## src/rtl/game_seq_ctrl.sv

```systemverilog
// Round sequencer for the factorization game: times question/input/result
// phases, tracks scores and rounds, and declares WIN/LOSE at the target score.
module game_seq_ctrl #(
  parameter int Q_CYCLES   = 100,
  parameter int IN_CYCLES  = 1000,
  parameter int RES_CYCLES = 50,
  parameter int JDG_CYCLES = 16,
  parameter int WIN_SCORE  = 3
) (
  input  logic       CLK,
  input  logic       RST,
  input  logic       START,
  input  logic       QUE_OK,
  input  logic       DEC,
  input  logic       JUDGE_VALID,
  input  logic       JUDGE_OK,
  input  logic       OPP_DONE,
  output logic [3:0] STATE,
  output logic       NEXT_Q,
  output logic [2:0] MY_SCORE,
  output logic [2:0] OPP_SCORE,
  output logic [3:0] ROUND
);

  typedef enum logic [3:0] {
    IDLE     = 4'b0000,
    READY    = 4'b0010,
    QUESTION = 4'b0011,
    INPUT    = 4'b0100,
    JUDGE    = 4'b0101,
    DRAW     = 4'b0110,
    WRONG    = 4'b0111,
    GOOD     = 4'b1000,
    OUCH     = 4'b1001,
    WIN      = 4'b1010,
    LOSE     = 4'b1011
  } state_t;

  localparam int QW = $clog2(Q_CYCLES + 1);
  localparam int IW = $clog2(IN_CYCLES + 1);
  localparam int RW = $clog2(RES_CYCLES + 1);
  localparam int JW = $clog2(JDG_CYCLES + 1);

  localparam logic [QW-1:0] Q_LOAD   = QW'(Q_CYCLES - 1);
  localparam logic [IW-1:0] IN_LOAD  = IW'(IN_CYCLES);
  localparam logic [RW-1:0] RES_LOAD = RW'(RES_CYCLES - 1);
  localparam logic [JW-1:0] JDG_LOAD = JW'(JDG_CYCLES - 1);
  localparam logic [2:0]    WIN_SC   = 3'(WIN_SCORE);

  state_t        state_q, state_d;
  logic [QW-1:0] q_tmr_q, q_tmr_d;
  logic [IW-1:0] in_tmr_q, in_tmr_d, in_dec;
  logic [RW-1:0] res_tmr_q, res_tmr_d;
  logic [JW-1:0] jdg_tmr_q, jdg_tmr_d;
  logic [2:0]    my_score_q, my_score_d;
  logic [2:0]    opp_score_q, opp_score_d;
  logic [3:0]    round_q, round_d;
  logic          next_q_q, next_q_d;
  logic          opp_lat_q, opp_lat_d;

  assign in_dec = (in_tmr_q == '0) ? '0 : in_tmr_q - IW'(1);

  always_comb begin
    state_d     = state_q;
    q_tmr_d     = q_tmr_q;
    in_tmr_d    = in_tmr_q;
    res_tmr_d   = res_tmr_q;
    jdg_tmr_d   = jdg_tmr_q;
    my_score_d  = my_score_q;
    opp_score_d = opp_score_q;
    round_d     = round_q;
    next_q_d    = 1'b0;
    opp_lat_d   = opp_lat_q;

    case (state_q)
      IDLE: if (START) state_d = READY;
      READY: if (QUE_OK) begin
        state_d = QUESTION;
        q_tmr_d = Q_LOAD;
      end
      QUESTION: begin
        if (q_tmr_q == '0) begin
          state_d  = INPUT;
          in_tmr_d = IN_LOAD;
        end else begin
          q_tmr_d = q_tmr_q - QW'(1);
        end
      end
      INPUT: begin
        in_tmr_d = in_dec;
        if (OPP_DONE) opp_lat_d = 1'b1;
        if (DEC) begin
          state_d   = JUDGE;
          jdg_tmr_d = JDG_LOAD;
        end else if (OPP_DONE) begin
          state_d = OUCH;
        end else if (in_tmr_q <= IW'(1)) begin
          state_d = DRAW;
        end
      end
      JUDGE: begin
        in_tmr_d = in_dec;
        if (OPP_DONE) opp_lat_d = 1'b1;
        // A correct answer wins even if the opponent also finished meanwhile
        if (JUDGE_VALID) state_d = JUDGE_OK ? GOOD : WRONG;
        else if (jdg_tmr_q == '0) state_d = WRONG;
        else jdg_tmr_d = jdg_tmr_q - JW'(1);
      end
      WRONG: begin
        if (OPP_DONE) opp_lat_d = 1'b1;
        if (res_tmr_q == '0) begin
          if (opp_lat_q || OPP_DONE) state_d = OUCH;
          else if (in_tmr_q == '0)   state_d = DRAW;
          else                       state_d = INPUT;
        end else begin
          res_tmr_d = res_tmr_q - RW'(1);
        end
      end
      GOOD: begin
        if (res_tmr_q == '0) state_d = (my_score_q == WIN_SC) ? WIN : READY;
        else res_tmr_d = res_tmr_q - RW'(1);
      end
      OUCH: begin
        if (res_tmr_q == '0) state_d = (opp_score_q == WIN_SC) ? LOSE : READY;
        else res_tmr_d = res_tmr_q - RW'(1);
      end
      DRAW: begin
        if (res_tmr_q == '0) state_d = READY;
        else res_tmr_d = res_tmr_q - RW'(1);
      end
      WIN, LOSE: if (START) state_d = READY;
      default: state_d = IDLE;
    endcase

    // Entry actions are applied once, on the cycle the state changes
    if (state_d != state_q) begin
      case (state_d)
        READY: begin
          next_q_d  = 1'b1;
          opp_lat_d = 1'b0;
          if (state_q == IDLE || state_q == WIN || state_q == LOSE) begin
            my_score_d  = '0;
            opp_score_d = '0;
            round_d     = '0;
          end
        end
        GOOD: begin
          my_score_d = (my_score_q == 3'd7) ? 3'd7 : my_score_q + 3'd1;
          round_d    = round_q + 4'd1;
          res_tmr_d  = RES_LOAD;
        end
        OUCH: begin
          opp_score_d = (opp_score_q == 3'd7) ? 3'd7 : opp_score_q + 3'd1;
          round_d     = round_q + 4'd1;
          res_tmr_d   = RES_LOAD;
        end
        DRAW: begin
          round_d   = round_q + 4'd1;
          res_tmr_d = RES_LOAD;
        end
        WRONG: res_tmr_d = RES_LOAD;
        default: ;
      endcase
    end
  end

  always_ff @(posedge CLK or negedge RST) begin
    if (!RST) begin
      state_q     <= IDLE;
      q_tmr_q     <= '0;
      in_tmr_q    <= '0;
      res_tmr_q   <= '0;
      jdg_tmr_q   <= '0;
      my_score_q  <= '0;
      opp_score_q <= '0;
      round_q     <= '0;
      next_q_q    <= 1'b0;
      opp_lat_q   <= 1'b0;
    end else begin
      state_q     <= state_d;
      q_tmr_q     <= q_tmr_d;
      in_tmr_q    <= in_tmr_d;
      res_tmr_q   <= res_tmr_d;
      jdg_tmr_q   <= jdg_tmr_d;
      my_score_q  <= my_score_d;
      opp_score_q <= opp_score_d;
      round_q     <= round_d;
      next_q_q    <= next_q_d;
      opp_lat_q   <= opp_lat_d;
    end
  end

  assign STATE     = state_q;
  assign NEXT_Q    = next_q_q;
  assign MY_SCORE  = my_score_q;
  assign OPP_SCORE = opp_score_q;
  assign ROUND     = round_q;

endmodule

```

## config.mk

```make
export PLATFORM = sky130hd
export DESIGN_NAME = game_seq_ctrl
export DESIGN_NICKNAME = d
export VERILOG_FILES = /design/src/rtl/game_seq_ctrl.sv
export SDC_FILE = /design/constraint.sdc
export NUM_CORES = 1
export LEC_CHECK = 0
export ABC_AREA = 1
export CAP_MARGIN = 40
export CORE_ASPECT_RATIO = 1.5
export CORE_MARGIN = 2
export CORE_UTILIZATION = 60
export CTS_BUF_LIST = sky130_fd_sc_hd__clkbuf_4 sky130_fd_sc_hd__clkbuf_8
export DETAILED_ROUTE_END_ITERATION = 7
export GPL_ROUTABILITY_DRIVEN = 0
export PLACE_DENSITY_LB_ADDON = 0.2
export SYNTH_ARGS = -nofsm -noshare
export SYNTH_HDL_FRONTEND = slang
export SYNTH_SLANG_ARGS = --single-unit
```

## constraint.sdc

```tcl
create_clock -name CLK -period 2.3 [get_ports CLK]
set_input_delay 0.23 -clock CLK [delete_from_list [all_inputs] [get_ports CLK]]
set_output_delay 0.23 -clock CLK [all_outputs]
set_load 0.02 [all_outputs]
```

==> results of run 1 <==
## synth_stat cells (all sizes together)
cell	n	share of area, %
nor2	65	9.7
a211oi	1	0.25
inv	71	8.9
dfrtp	44	37
o31ai	1	0.25
a31oi	1	0.21
nand3	42	8.7
nand2	105	13
o22ai	2	0.42
ha	9	3.7
xor2	4	1.2
a21boi	2	0.50
clkbuf	1	0.12
and3	2	0.58
nor3	7	1.2
nor4	1	0.21
a21oi	16	3.0
o21bai	2	0.50
buf	3	1.0
a22oi	3	0.75
nand3b	4	1.0
or2	1	0.21
xnor2	1	0.29
nand4	9	2.1
o21ai	30	5.1
## cell type report
type / instances / area [µm²]
Clock buffer: 6 / 76.32
Clock inverter: 2 / 35.03
Fill cell: 404 / 1279
Inverter: 71 / 266.5
Multi-Input combinational cell: 308 / 1680
Sequential cell: 44 / 1105
Tap cell: 66 / 82.58
Timing Repair Buffer: 31 / 285.3
## kinds of logic (layout without fill, tap and decap cells)
logic type	after synthesis	count (layout)
simple gates	236	236
buf+inv	75	110
compound gates	58	58
flops	44	44
fa+ha+maj	9	9
xor+xnor	5	5
## stage by stage
step | power (W) | instance area [µm²] | util (%)
2_1_floorplan | 0.0007920 | 3004 | -
3_3_place_gp | 0.0008225 | 3321 | 69.04
3_5_place_dp | 0.0008226 | 3321 | 69.04
4_1_cts | 0.001421 | 3452 | 71.77
5_1_grt | 0.001452 | 3531 | 73.41
6_report | 0.001403 | 3531 | 73.41
## layout by cell type (no fill, tap or decap), types with 2 or more instances in the layout
cell type and n:
nor2_1 43, dfrtp_2 3, a21boi_0 2, dfrtp_1 41
nand2_1 99, nand3_2 9, ha_1 7, nor2_4 5
nand4_1 8, nand2_2 5, o21ai_1 2, nand3b_1 4
o22ai_1 2, nor3_1 7, a22oi_1 3, o21bai_1 2
o21ai_0 27, inv_1 69, inv_2 2, a21oi_1 15
clkdlybuf4s50_1 21, clkbuf_8 5, xor2_1 4, nand3_1 32
buf_4 8, nor2_2 16
## layer usage
metal  vias to the layer above  wire length, µm
met1                      1358             2836
met4                         0              138
li1                       1434                -
met3                        11              261
met2                        73             3508
met5                         -                0
## state kept, by name (all words and copies together), names as in the netlist
name	flops
opp_lat_q	1
STATE	4
jdg_tmr_q	5
OPP_SCORE	3
ROUND	4
in_tmr_q	10
MY_SCORE	3
NEXT_Q	1
q_tmr_q	7
res_tmr_q	6
## critical path, stage by stage, from the launching register on
cell	delay, ps
dfrtp_1	400
inv_1	80
ha_1	160
nand2_1	80
nor2_1	230
nor2_4	90
nor2_8	130
nand3_2	110
nor2_4	130
nand2_2	90
a21oi_4	160
nand2_4	130
nand2_2	110
inv_1	70
nor2_1	90
## power by group
part | total [W] | switching (W) | internal, W
Clock | 0.000596 | 0.000262 | 0.000334
Combinational | 0.0000346 | 0.0000218 | 0.0000128
Sequential | 0.000773 | 0.0000000000000000000435 | 0.000773
## what timing repair did
action | CTS | global route
hold endpoints to repair | 13 | 0
pin swaps | 0 | 5
setup endpoints to repair | 13 | 18
hold buffers | 1 | 0
buffers inserted | 0 | 1
gates resized for setup | 2 | 26
## worst min path at each step
stage,startpoint,endpoint,slack (ps),cells past startpoint
finish,RST,jdg_tmr_q[1],350,2
detailed placement,RST,jdg_tmr_q[1],140,1
global route,RST,in_tmr_q[6],390,2
global placement,RST,jdg_tmr_q[1],140,1
floorplan,RST,MY_SCORE[0],-70,0
CTS,RST,in_tmr_q[6],350,2
==> impl_metrics.xml, run 1 <==
<?xml version="1.0" encoding="UTF-8"?>
<metrics>
  <group name="flow_run">
    <metric name="drv.max_cap_violation_count" unit="">0</metric>
  </group>
  <group name="power">
    <metric name="pwr_density_cell" unit="nW/µm²">397.4</metric>
    <metric name="cellLeakagePower" unit="nW">1.929</metric>
    <metric name="max-vdd-ir-drop" unit="mV">0.3446</metric>
  </group>
  <group name="placed_design">
    <metric name="port_buffers" unit="">22</metric>
    <metric name="placed_wire_length_estimate" unit="µm">4968</metric>
    <metric name="worst_slack_at_placement" unit="ps">-66.63</metric>
    <metric name="place_inst" unit="">518</metric>
  </group>
  <group name="die">
    <metric name="fp.dieH" unit="µm">90.66</metric>
    <metric name="chipWidth" unit="µm">61.78</metric>
    <metric name="dieArea" unit="µm²">5601</metric>
    <metric name="placeableCoreArea" unit="µm²">4810</metric>
    <metric name="start_util" unit="%">62.46</metric>
    <metric name="rows" unit="">31</metric>
    <metric name="ios" unit="">23</metric>
  </group>
  <group name="clock_network">
    <metric name="cts_tree" unit="">yes</metric>
    <metric name="cts_max_path_buffers" unit="">2</metric>
    <metric name="cts-root-buf" unit="">clkbuf_8</metric>
    <metric name="cts_sinks" unit="">44</metric>
    <metric name="cts_made_buffers" unit="">5</metric>
    <metric name="cts.clk_slew.worst_paths" unit="ps">80</metric>
    <metric name="ctsHtreeMaxLevel" unit="">2</metric>
    <metric name="worstSkewPairLatency" unit="ps">300</metric>
  </group>
  <group name="route">
    <metric name="drt_wl_total" unit="µm">6744</metric>
    <metric name="remaining_drc_errors" unit="">0</metric>
    <metric name="routed_wire_length_per_instance" unit="µm">12.77</metric>
    <metric name="detail-route-antenna-nets" unit="">0</metric>
    <metric name="dr.pass1.iters" unit="">4</metric>
    <metric name="drtIter0Drc" unit="">184</metric>
    <metric name="route.detailed.vias_per_inst" unit="">5.447</metric>
    <metric name="detailroute.via_count" unit="">2876</metric>
  </group>
  <group name="timing">
    <metric name="max_clock_freq" unit="MHz">471.5</metric>
    <metric name="setup_tns" unit="ps">0</metric>
    <metric name="holdWs" unit="ps">346.4</metric>
    <metric name="worst_clock_skew" unit="ps">7.042</metric>
    <metric name="post-route-worst-setup-slack" unit="ps">178.9</metric>
    <metric name="timing.slew.headroom" unit="%">72.61</metric>
    <metric name="timing.final.setup_violations" unit="">0</metric>
    <metric name="finalCriticalPeriod" unit="ps">2121</metric>
    <metric name="hold_violations" unit="">0</metric>
    <metric name="final-max-slew-violation-count" unit="">0</metric>
    <metric name="tightest_slew" unit="ps">410.8</metric>
    <metric name="final.period_utilization" unit="%">92.22</metric>
  </group>
  <group name="logic_synthesis">
    <metric name="netlist-cell-type-count" unit="">36</metric>
    <metric name="synth_warnings" unit="">0</metric>
    <metric name="dominant_combinational_cell_family_by_area_after_synthesis" unit="">simple AND/OR/NAND/NOR gates</metric>
    <metric name="postSynthNetCount" unit="">444</metric>
    <metric name="post_synth_fa_ha_maj_area_fraction" unit="%">3.748</metric>
    <metric name="synthSimpleGateAreaFrac" unit="%">37.11</metric>
    <metric name="multiplexer_share_of_the_synthesized_area" unit="%">0</metric>
    <metric name="postSynthAreaPerCell" unit="µm²">7.035</metric>
    <metric name="synth-xor-area-share" unit="%">1.458</metric>
    <metric name="synth.cell_area" unit="µm²">3004</metric>
    <metric name="seq_area_frac_synth" unit="%">36.65</metric>
    <metric name="synth_seq_cells" unit="">44</metric>
    <metric name="syn-instance-count" unit="">427</metric>
    <metric name="synth_compound_gate_area_share" unit="%">11.04</metric>
  </group>
  <group name="grt">
    <metric name="grt_max_degree" unit="">32</metric>
    <metric name="grt_antenna_before_repair" unit="">0</metric>
    <metric name="globalRouteOverflowTotal" unit="">0</metric>
    <metric name="grt_first_pass_wirelength" unit="µm">11490</metric>
    <metric name="grtUsageMet2" unit="%">45.09</metric>
    <metric name="grt.met3_usage" unit="%">3.868</metric>
    <metric name="gr_util_all_layers" unit="%">26.32</metric>
    <metric name="global_route.usage.met1" unit="%">31.10</metric>
    <metric name="grt_most_used_layer" unit="">met2</metric>
    <metric name="grt_pass1_vias" unit="">2794</metric>
  </group>
  <group name="run_status">
    <metric name="status" unit="">completed</metric>
  </group>
  <group name="worst_setup_path">
    <metric name="timing.critical_path.from_type" unit="">flip-flop</metric>
    <metric name="reg2reg_slack" unit="ps">180</metric>
    <metric name="worstPathRequired" unit="ps">2540</metric>
    <metric name="rr_worst_depth" unit="">14</metric>
    <metric name="critical_path_peak_fanout" unit="">12</metric>
    <metric name="crit-reg2reg-launch" unit="">q_tmr_q[1]</metric>
    <metric name="crit_start" unit="">q_tmr_q[1]</metric>
    <metric name="critical_path.endpoint_type" unit="">flip-flop</metric>
    <metric name="r2r_end" unit="">res_tmr_q[2]</metric>
    <metric name="crit_path_end" unit="">res_tmr_q[2]</metric>
    <metric name="cp_data_arrival_time" unit="ps">2360</metric>
    <metric name="timing_worst_setup_path_type" unit="">reg -&gt; reg</metric>
  </group>
  <group name="layout">
    <metric name="final_layout_size_suffix_gt1_share" unit="%">14.50</metric>
    <metric name="finish.cell_count_without_fillers" unit="">528</metric>
    <metric name="antenna-diode-count" unit="">0</metric>
    <metric name="nets" unit="">478</metric>
    <metric name="syn_to_final_growth" unit="%">17.53</metric>
  </group>
  <group name="worst_hold_path">
    <metric name="hold_class" unit="">in -&gt; async</metric>
  </group>
</metrics>
(Power assumes the default switching activity.)
==> run 2: changes to the inputs <==
--- a/config.mk
+++ b/config.mk
@@ -12,7 +12,6 @@
 export CORE_UTILIZATION = 60
 export CTS_BUF_LIST = sky130_fd_sc_hd__clkbuf_4 sky130_fd_sc_hd__clkbuf_8
 export DETAILED_ROUTE_END_ITERATION = 7
-export GPL_ROUTABILITY_DRIVEN = 0
 export PLACE_DENSITY_LB_ADDON = 0.2
 export SYNTH_ARGS = -nofsm -noshare
 export SYNTH_HDL_FRONTEND = slang
==> results of run 2 <==
Same layout as run 1: the final DEF is identical, and so are final timing and power.
